### src/rtl/fifo_wr_arbiter_if.sv
// Requester-side and FIFO-write-side signals of the round-robin FIFO write-port arbiter.
// master: the arbiter's view; slave: the requesters/FIFO view.
interface fifo_wr_arbiter_if #(
  parameter int unsigned NUM_REQ      = 4,
  parameter int unsigned ID_WIDTH     = 2,
  parameter int unsigned MEMORY_WIDTH = 8
);
  logic [NUM_REQ-1:0]              req_valid;
  logic [NUM_REQ-1:0]              req_last;
  logic [NUM_REQ*MEMORY_WIDTH-1:0] req_data;
  logic [NUM_REQ-1:0]              req_ready;
  logic                            w_full;
  logic                            w_en;
  logic [MEMORY_WIDTH-1:0]         wdata;
  logic [ID_WIDTH-1:0]             owner_id;
  logic                            busy;

  modport master (
    input  req_valid, req_last, req_data, w_full,
    output req_ready, w_en, wdata, owner_id, busy
  );

  modport slave (
    output req_valid, req_last, req_data, w_full,
    input  req_ready, w_en, wdata, owner_id, busy
  );
endinterface

### src/rtl/fifo_wr_arbiter.sv
// Round-robin arbiter sharing one FIFO write port among NUM_REQ requesters, one grant per burst.
// Optional macro FIFO_ARB_BEAT_CNT_EN adds a saturating 16-bit beat_total write counter.
module fifo_wr_arbiter #(
  parameter int unsigned NUM_REQ      = 4,
  parameter int unsigned ID_WIDTH     = 2,
  parameter int unsigned MEMORY_WIDTH = 8,
  parameter int unsigned MAX_BURST    = 4
) (
  input  logic              clk,
  input  logic              rst,
  fifo_wr_arbiter_if.master bus
`ifdef FIFO_ARB_BEAT_CNT_EN
  ,
  output logic [15:0]       beat_total
`endif
);

  localparam int unsigned SUM_WIDTH = ID_WIDTH + 1;
  localparam logic [7:0]          BURST_LEN = 8'(MAX_BURST);
  localparam logic [ID_WIDTH-1:0] LAST_ID   = ID_WIDTH'(NUM_REQ - 1);
  localparam logic [SUM_WIDTH-1:0] NUM_REQ_S = SUM_WIDTH'(NUM_REQ);

  typedef enum logic {IDLE, BURST} state_t;

  state_t                  state;
  logic [ID_WIDTH-1:0]     owner_id;
  logic [ID_WIDTH-1:0]     rr_ptr;
  logic [7:0]              beat_cnt;

  logic                    own_valid;
  logic                    own_last;
  logic [MEMORY_WIDTH-1:0] own_data;
  logic                    xfer;
  logic [2*NUM_REQ-1:0]    rot_valid;
  logic [ID_WIDTH-1:0]     offset;
  logic [SUM_WIDTH-1:0]    pick_sum;
  logic [ID_WIDTH-1:0]     pick;
  logic [ID_WIDTH-1:0]     rr_next;

  // Owner slice selection
  always_comb begin
    own_valid = 1'b0;
    own_last  = 1'b0;
    own_data  = '0;
    for (int i = 0; i < NUM_REQ; i++) begin
      if (owner_id == ID_WIDTH'(i)) begin
        own_valid = bus.req_valid[i];
        own_last  = bus.req_last[i];
        own_data  = bus.req_data[i*MEMORY_WIDTH +: MEMORY_WIDTH];
      end
    end
  end

  assign xfer = (state == BURST) && own_valid && !bus.w_full;

  // Round-robin pick: first valid at or after rr_ptr, via a rotated copy of req_valid
  always_comb begin
    rot_valid = {bus.req_valid, bus.req_valid} >> rr_ptr;
    offset    = '0;
    for (int i = NUM_REQ - 1; i >= 0; i--) begin
      if (rot_valid[i]) offset = ID_WIDTH'(i);
    end
    pick_sum = SUM_WIDTH'(rr_ptr) + SUM_WIDTH'(offset);
    pick     = (pick_sum >= NUM_REQ_S) ? ID_WIDTH'(pick_sum - NUM_REQ_S) : ID_WIDTH'(pick_sum);
  end

  assign rr_next = (owner_id == LAST_ID) ? '0 : owner_id + ID_WIDTH'(1);

  always_comb begin
    bus.req_ready = '0;
    for (int i = 0; i < NUM_REQ; i++) begin
      bus.req_ready[i] = xfer && (owner_id == ID_WIDTH'(i));
    end
  end

  assign bus.w_en     = xfer;
  assign bus.wdata    = own_data;
  assign bus.owner_id = owner_id;
  assign bus.busy     = (state == BURST);

  // Grant FSM; a full stall simply produces no xfer and holds everything
  always_ff @(posedge clk) begin
    if (rst) begin
      state    <= IDLE;
      owner_id <= '0;
      rr_ptr   <= '0;
      beat_cnt <= '0;
    end else begin
      case (state)
        IDLE: begin
          if (|bus.req_valid) begin
            owner_id <= pick;
            beat_cnt <= '0;
            state    <= BURST;
          end
        end
        BURST: begin
          if (xfer) begin
            beat_cnt <= beat_cnt + 8'd1;
            if ((beat_cnt + 8'd1 == BURST_LEN) || own_last) begin
              state  <= IDLE;
              rr_ptr <= rr_next;
            end
          end else if (!own_valid) begin
            state  <= IDLE;
            rr_ptr <= rr_next;
          end
        end
        default: state <= IDLE;
      endcase
    end
  end

`ifdef FIFO_ARB_BEAT_CNT_EN
  always_ff @(posedge clk) begin
    if (rst) begin
      beat_total <= '0;
    end else if (xfer && (beat_total != 16'hFFFF)) begin
      beat_total <= beat_total + 16'd1;
    end
  end
`endif

endmodule

### src/flat_wrapper.sv
// flat-port wrapper written by rule: the top's interface ports become plain ports
module fifo_wr_arbiter_flat 
#(
  parameter int unsigned NUM_REQ      = 4,
  parameter int unsigned ID_WIDTH     = 2,
  parameter int unsigned MEMORY_WIDTH = 8,
  parameter int unsigned MAX_BURST    = 4
)
  (clk, rst, bus_req_valid, bus_req_last, bus_req_data, bus_w_full, bus_req_ready, bus_w_en, bus_wdata, bus_owner_id, bus_busy);
  fifo_wr_arbiter_if #(.NUM_REQ(NUM_REQ), .ID_WIDTH(ID_WIDTH), .MEMORY_WIDTH(MEMORY_WIDTH)) bus_i ();
  input  logic clk;
  input  logic rst;
  input wire logic [$bits(bus_i.req_valid)-1:0] bus_req_valid;
  input wire logic [$bits(bus_i.req_last)-1:0] bus_req_last;
  input wire logic [$bits(bus_i.req_data)-1:0] bus_req_data;
  input wire logic [$bits(bus_i.w_full)-1:0] bus_w_full;
  output wire logic [$bits(bus_i.req_ready)-1:0] bus_req_ready;
  output wire logic [$bits(bus_i.w_en)-1:0] bus_w_en;
  output wire logic [$bits(bus_i.wdata)-1:0] bus_wdata;
  output wire logic [$bits(bus_i.owner_id)-1:0] bus_owner_id;
  output wire logic [$bits(bus_i.busy)-1:0] bus_busy;
  assign bus_i.req_valid = bus_req_valid;
  assign bus_i.req_last = bus_req_last;
  assign bus_i.req_data = bus_req_data;
  assign bus_i.w_full = bus_w_full;
  assign bus_req_ready = bus_i.req_ready;
  assign bus_w_en = bus_i.w_en;
  assign bus_wdata = bus_i.wdata;
  assign bus_owner_id = bus_i.owner_id;
  assign bus_busy = bus_i.busy;
  fifo_wr_arbiter #(.NUM_REQ(NUM_REQ), .ID_WIDTH(ID_WIDTH), .MEMORY_WIDTH(MEMORY_WIDTH), .MAX_BURST(MAX_BURST)) u_core (.clk(clk), .rst(rst), .bus(bus_i));
endmodule
### config.mk
export PLATFORM = sky130hd
export DESIGN_NAME = fifo_wr_arbiter_flat
export DESIGN_NICKNAME = d
export VERILOG_FILES = /design/src/rtl/fifo_wr_arbiter_if.sv /design/src/rtl/fifo_wr_arbiter.sv /design/src/flat_wrapper.sv
export SDC_FILE = /design/constraint.sdc
export NUM_CORES = 1
export LEC_CHECK = 0
export CAP_MARGIN = 20
export CORE_MARGIN = 3
export CORE_UTILIZATION = 35
export CTS_CLUSTER_DIAMETER = 30
export DETAILED_ROUTE_END_ITERATION = 6
export PLACE_DENSITY = 0.71
export SLEW_MARGIN = 20
export SYNTH_ARGS = -nofsm -noshare
export SYNTH_HDL_FRONTEND = slang
export SYNTH_SLANG_ARGS = --single-unit
### constraint.sdc
create_clock -name clk -period 1.9 [get_ports clk]
set_clock_uncertainty 0.05 [all_clocks]
set_input_delay 0.38 -clock clk [delete_from_list [all_inputs] [get_ports clk]]
set_output_delay 0.38 -clock clk [all_outputs]
set_load 0.05 [all_outputs]
==> impl_metrics.ini, run 1 <==
[run_status]
status = complete, but fails checks
violations = negative setup slack

[setup_path]
worstSetupPathType = reg2out
reg2reg_to = u_core.beat_cnt[6]
path_max_fanout = 5
cp.arrival_ns = 1.94
critPathLaunchType = register
slowest_stage = dfxtp_4
rr_worst_depth = 9
path_delay_family = simple AND/OR/NAND/NOR gates
r2r_slack_ns = -0.36
critPathMaxStageDelay_ns = 0.40
critPathRequiredTime_ns = 1.47
crit_path_end_kind = primary output
r2r_start = u_core.bus.owner_id[1]
crit_chain = inv_2 -> ha_4 -> nand3b_1 -> a211oi_4 -> and3_4 -> buf_12
cp_num_buf_inv = 2

[power_and_ir_drop]
internal-power_mw = 1.95
netSwitchingFraction_pct = 49.0
seqPwrFrac_pct = 10.6
pwr-share-clk_pct = 4.6
switchingPower_mw = 1.88
peakVddDrop_uv = 815
combinationalPowerShare_pct = 84.8
power_leakage_nw = 0.946
power_density_nw_per_um2 = 1530

[sta]
drv_slew = 0
finalSetupViolations = 24
max_freq_ghz = 0.422
finalHoldViolCount = 0
postLayoutSetupSlackWorst_ns = -0.470
rsz0062_at_grt = true
period_minus_slack_ns = 2.37
fin_crit_sh_pct = 125
tightest_slew_ns = 0.574
maxSlewHeadroom_pct = 61.6

[global_route]
grt_max_degree = 18
overflow = 0
grt_pass1_vias = 1604
grtUsageTotal_pct = 22.8
antenna_found_initial = 0
grt_first_pass_wirelength_um = 7560

[synthesis]
synth.distinct_cells = 40
synth_simple_gate_area_share_pct = 33.4
syn_nets = 220
netlist_instances = 171
yosysTopAreaCellShare_pct = 21.7
yosys.area_share.adder_pct = 6.27
ys_seq_area_share_pct = 21.7
synth_compound_area_share_pct = 29.7
yosys.area.top_type = dfxtp_1
synth.cell_area_um2 = 1200
synth.area.top_cells = dfxtp_1 (22%), a21oi_1 (7.1%), ha_1 (6.3%)
synthMuxAreaShare_pct = 1.67
synth_seq_cells = 13
synth_warnings = 0
synthXorXnorAreaFrac_pct = 1.46
synth_top_family_by_area = simple AND/OR/NAND/NOR gates
syn_avg_cell_area_um2 = 7.00

[routing]
antenna_left = 0
drt_wl_total_um = 4920
drt_first_pass_iters = 4
drcViolationCount = 0
drt-initial-drc-count = 83
wl_per_cell_um = 16.5
num_vias = 1654
vias_per_cell = 5.55

[cts]
clkSlewWorstSetupHoldPaths_ns = 0.08
clkLatencyLatePin_ns = 0.28
root_buffer = clkbuf_4
clock-sinks = 13
htree_levels = 1
cts_tree = yes
hold_buffers = 0
cts.path.max_buffers = 2
cts_buffers = 3

[min_path]
holdPathEnd = u_core.beat_cnt[1]
worstHoldStart = u_core.beat_cnt[1]
hold_class = reg2reg
holdPathStages = 2

[placement]
port_buffers = 58
place_ws_ns = -0.476
place_congestion = 0.841
dpl.hpwl_um = 3510

[finish]
final_core_util_pct = 79.3
layout.nets = 304
drive_above_1_share_pct = 41.7
area_delta_synth_final_pct = 109
diodes = 0

[floorplanning]
die_w_um = 64.5
rows = 20
initial_core_util_pct = 38.0
core_um2 = 3150
die_area_um2 = 4160
boundaryPins = 59
die_h_um = 64.5

[run]
maxCapViolCount = 0
## power groups by stage
stage	sequential, mW	combinational (mW)	clock (mW)
after global placement	0.400	2.89	0
after global routing	0.413	3.41	0.200
final	0.407	3.25	0.176
after detailed placement	0.404	2.95	0
after CTS	0.395	3.14	0.180
after floorplan	0.481	1.70	0
## layout by cell type, fill, tap and decap left out, drive strengths merged, types with 3 or more instances in the layout
cell / n
o21ai: 14
dlygate4sd2: 3
nor2b: 4
nand3b: 6
buf: 49
nand2b: 4
nor3: 7
nor2: 16
dfxtp: 13
and3: 8
clkdlybuf4s50: 38
inv: 3
nand2: 17
a22oi: 7
a31oi: 3
a21oi: 17
ha: 6
a211oi: 4
nand3: 6
clkbuf: 5
## metrics by stage
step	cell area, µm²	cells	total power, mW	TNS, ns	hold WS, ns
floorplan	1400	171	2.18	-1.43	0.399
global placement	2270	287	3.29	-7.35	0.443
detailed placement	2270	287	3.35	-8.83	0.443
CTS	2410	294	3.71	-5.86	0.456
global route	2500	298	4.02	-8.35	0.494
finish	2500	298	3.83	-6.14	0.457
## worst max path at each step
| stage | start | end | slack [ns] | depth (start not counted) |
|---|---|---|---|---|
| after CTS | u_core.bus.owner_id[1] | bus_wdata[7] | -0.43 | 8 |
| after global routing | u_core.bus.owner_id[1] | bus_req_ready[2] | -0.55 | 6 |
| after floorplan | u_core.bus.owner_id[1] | bus_w_en | -0.14 | 6 |
| after global placement | bus_req_valid[0] | u_core.bus.owner_id[1] | -0.43 | 8 |
| final | u_core.bus.owner_id[1] | bus_req_ready[2] | -0.47 | 6 |
| after detailed placement | bus_req_valid[0] | u_core.bus.owner_id[1] | -0.48 | 7 |
## synth_stat cells, drive strengths merged
cell,instances
or3,2
nor3,7
nand4,1
and3,8
and3b,1
clkbuf,9
mux2i,2
nand3,6
nor3b,2
nor2,16
nor4,1
a22oi,7
nor4b,1
xnor2,1
o2111ai,1
or2,1
a311o,1
a211o,1
o21ai,14
nand3b,6
a21boi,1
nand2,17
o221ai,1
a21o,1
a221oi,1
inv,4
a211oi,4
dfxtp,13
buf,3
nand2b,4
a31oi,3
a221o,2
nor2b,4
xor2,1
o21bai,1
a21oi,17
ha,6
## routing by layer
layer | share of wire (%) | GRT usage (%) | up-vias
li1 | - | - | 795
met1 | 44 | 28.9 | 795
met2 | 50 | 39.8 | 53
met3 | 4.3 | 3.12 | 11
met4 | 1.7 | 6.86 | 0
met5 | 0 | 0 | -
## registers in the layout, summed over array words and instances, names as in the netlist
register and flops:
u_core.bus.owner_id 2, u_core.beat_cnt 8, u_core.bus.busy 1, u_core.rr_ptr 2
## final cells by class
type                    instances  area, µm²
clock buffers                   4       26.3
fillers                       205        652
inverters                       4       18.8
multi-input cells             142       1160
flip-flops and latches         13        269
well taps                      44       55.1
repair buffers                 91        970
## what timing repair did
item,CTS,global route
gates cloned,0,0
setup endpoints to repair,26,26
gates resized for setup,28,18
pin swaps,13,11
buffers inserted,5,7
## worst reg2reg max path, delay by kind of cell (launching register included)
kind                     cells  cell delay [ns]
AO/OA/AOI/OAI                2             0.54
buffers and inverters        3             0.35
flip-flops                   1             0.40
AND/OR/NAND/NOR              3             0.67
adder cells (fa/ha/maj)      1             0.17
## cell families (layout without fill, tap and decap cells)
family / after synthesis / after routing
flip-flops: 13 / 13
buffers and inverters: 16 / 99
adder cells (fa/ha/maj): 6 / 6
AO/OA/AOI/OAI: 55 / 55
multiplexers: 2 / 2
XOR/XNOR: 2 / 2
AND/OR/NAND/NOR: 77 / 77
(Power assumes the default switching activity.)
==> run 2: changes to the inputs <==
==> constraint.sdc (replaced) <==
create_clock -name clk -period 1.9 [get_ports clk]
set_clock_uncertainty 0.05 [all_clocks]
set_input_delay 0.285 -clock clk [delete_from_list [all_inputs] [get_ports clk]]
set_output_delay 0.285 -clock clk [all_outputs]
set_load 0.05 [all_outputs]
==> run 2 against run 1 <==
Effect of this change:
- the flow still finishes with violations (negative setup slack)
- clock power grew 2%
- sequential power shrank 3%
- count of clock-buffer cells in the layout is the same
- total power grew 2.2%
- cell count is the same
- final area shrank 1.9%
- via count shrank 1.8%
- critical path depth grew 1
- global-route usage grew 1.2 points
- register-to-register slack gained 0.25 ns
- critical path type unchanged
- largest power group unchanged
- highest routed layer unchanged
==> impl_metrics.ini, run 2 (synthesis gave the netlist of run 1 again) <==
[sta]
postLayoutSetupSlackWorst_ns = -0.317
maxSlewHeadroom_pct = 65.4
drv_slew = 0
rsz0062_at_grt = true
period_minus_slack_ns = 2.22
max_freq_ghz = 0.451
whs_ns = 0.458
finalSetupViolations = 21
tightest_slew_ns = 0.517
finalHoldViolCount = 0
fin_crit_sh_pct = 117

[setup_path]
critPathMaxStageDelay_ns = 0.38
slowest_stage = dfxtp_4
path_max_fanout = 5
crit_chain = inv_4 -> ha_4 -> nand3b_1 -> a211oi_2 -> buf_4 -> and3_4 -> buf_12
critPathRequiredTime_ns = 1.56
critPathLaunchType = register
worstSetupPathType = reg2out
rr_worst_depth = 8
cp.arrival_ns = 1.88
cp-startpoint = u_core.bus.owner_id[1]
r2r_start = u_core.bus.owner_id[0]
crit_path_end_kind = primary output

[power_and_ir_drop]
power_density_nw_per_um2 = 1590
finalPower_mw = 3.92
power_leakage_nw = 0.963
peakVddDrop_uv = 1050

[floorplanning]
boundaryPins = 59
core_um2 = 3150
initial_core_util_pct = 38.0
die_area_um2 = 4160
die_h_um = 64.5
die_w_um = 64.5
rows = 20

[finish]
fillCellCount = 230
layout_commonest_cell = clkdlybuf4s50_1
layout.nets = 304
largest_reg_flops = 8
reg_top3 = u_core.beat_cnt (8), u_core.bus.owner_id (2), u_core.rr_ptr (2)
final_core_util_pct = 77.9
area_delta_synth_final_pct = 105
design_area_um2 = 2450
diodes = 0
drive_above_1_share_pct = 38.6
regMostFlops = u_core.beat_cnt
final_cell_mix = clkdlybuf4s50_1 (38), buf_4 (32), nand2_1 (15)

[run]
maxCapViolCount = 0

[routing]
drt_first_pass_iters = 4
num_vias = 1624
drt-initial-drc-count = 119
wl_per_cell_um = 16.7
antenna_left = 0
vias_per_cell = 5.45
drt_wl_total_um = 4980
drcViolationCount = 0

[placement]
dpl_cell_area_um2 = 2240
dpl.hpwl_um = 3720
port_buffers = 58
place_congestion = 0.865
place_ws_ns = -0.404

[cts]
clock-sinks = 13
clkLatencyLatePin_ns = 0.29
clkSlewWorstSetupHoldPaths_ns = 0.08
root_buffer = clkbuf_4
cts_buffers = 3
htree_levels = 1
cts.path.max_buffers = 2
cts_tree = yes
hold_buffers = 0

[global_route]
antenna_found_initial = 0
grt_max_degree = 15
grtUsageTotal_pct = 24.0
overflow = 0
grt_pass1_vias = 1656
grt_first_pass_wirelength_um = 7890

[run_status]
status = complete, but fails checks
violations = negative setup slack

[min_path]
holdPathStages = 2
hold_class = reg2reg
worstHoldStart = u_core.beat_cnt[1]
## run 2: cell type report
type                    instances  area, µm²  share of cell area (%)
flip-flops and latches         13        268                    10.9
clock buffers                   4       26.3                    1.07
inverters                       4       21.3                   0.866
well taps                      44       55.1                    2.24
multi-input cells             142       1120                    45.5
repair buffers                 91        968                    39.4
## run 2: stage by stage
step                      instances  setup TNS (ns)
after detailed placement        286           -6.80
after floorplan                 171          -0.319
final                           298           -3.88
after CTS                       294           -3.44
after global routing            298           -5.94
after global placement          286           -4.66
## run 2: repair_timing
item,CTS,global route
endpoints found under the setup margin,25,25
pin swaps,10,11
setup buffers,5,4
hold endpoints to repair,0,0
resized for setup,23,12
## run 2: per-layer routing
layer | wire [µm] | part of all wire, % | track usage [%]
met1 | 2170 | 43 | 29.0
met5 | 0 | 0 | 0
met3 | 269 | 5.4 | 2.25
met4 | 141 | 2.8 | 10.8
met2 | 2400 | 48 | 42.8
## run 2: worst paths after layout
kind / end / slack [ns]
max: bus_req_ready[2] / -0.32
min reg2reg: u_core.beat_cnt[1] / 0.46
min: u_core.beat_cnt[1] / 0.46
max reg2reg: u_core.beat_cnt[5] / -0.11
## run 2: critical path: cells and delay by family (launching register included)
family	cells	cell delay [ns]
and+or+nand+nor	2	0.38
AOI/OAI and AO/OA	1	0.29
buffers and inverters	3	0.35
DFF	1	0.38
adders and majority gates	1	0.18
## run 2: report_power, final
group / switching, mW / total [mW] / internal [mW]
Clock: 0.0983 / 0.180 / 0.0817
Combinational: 1.73 / 3.34 / 1.61
Sequential: 0.0640 / 0.395 / 0.331
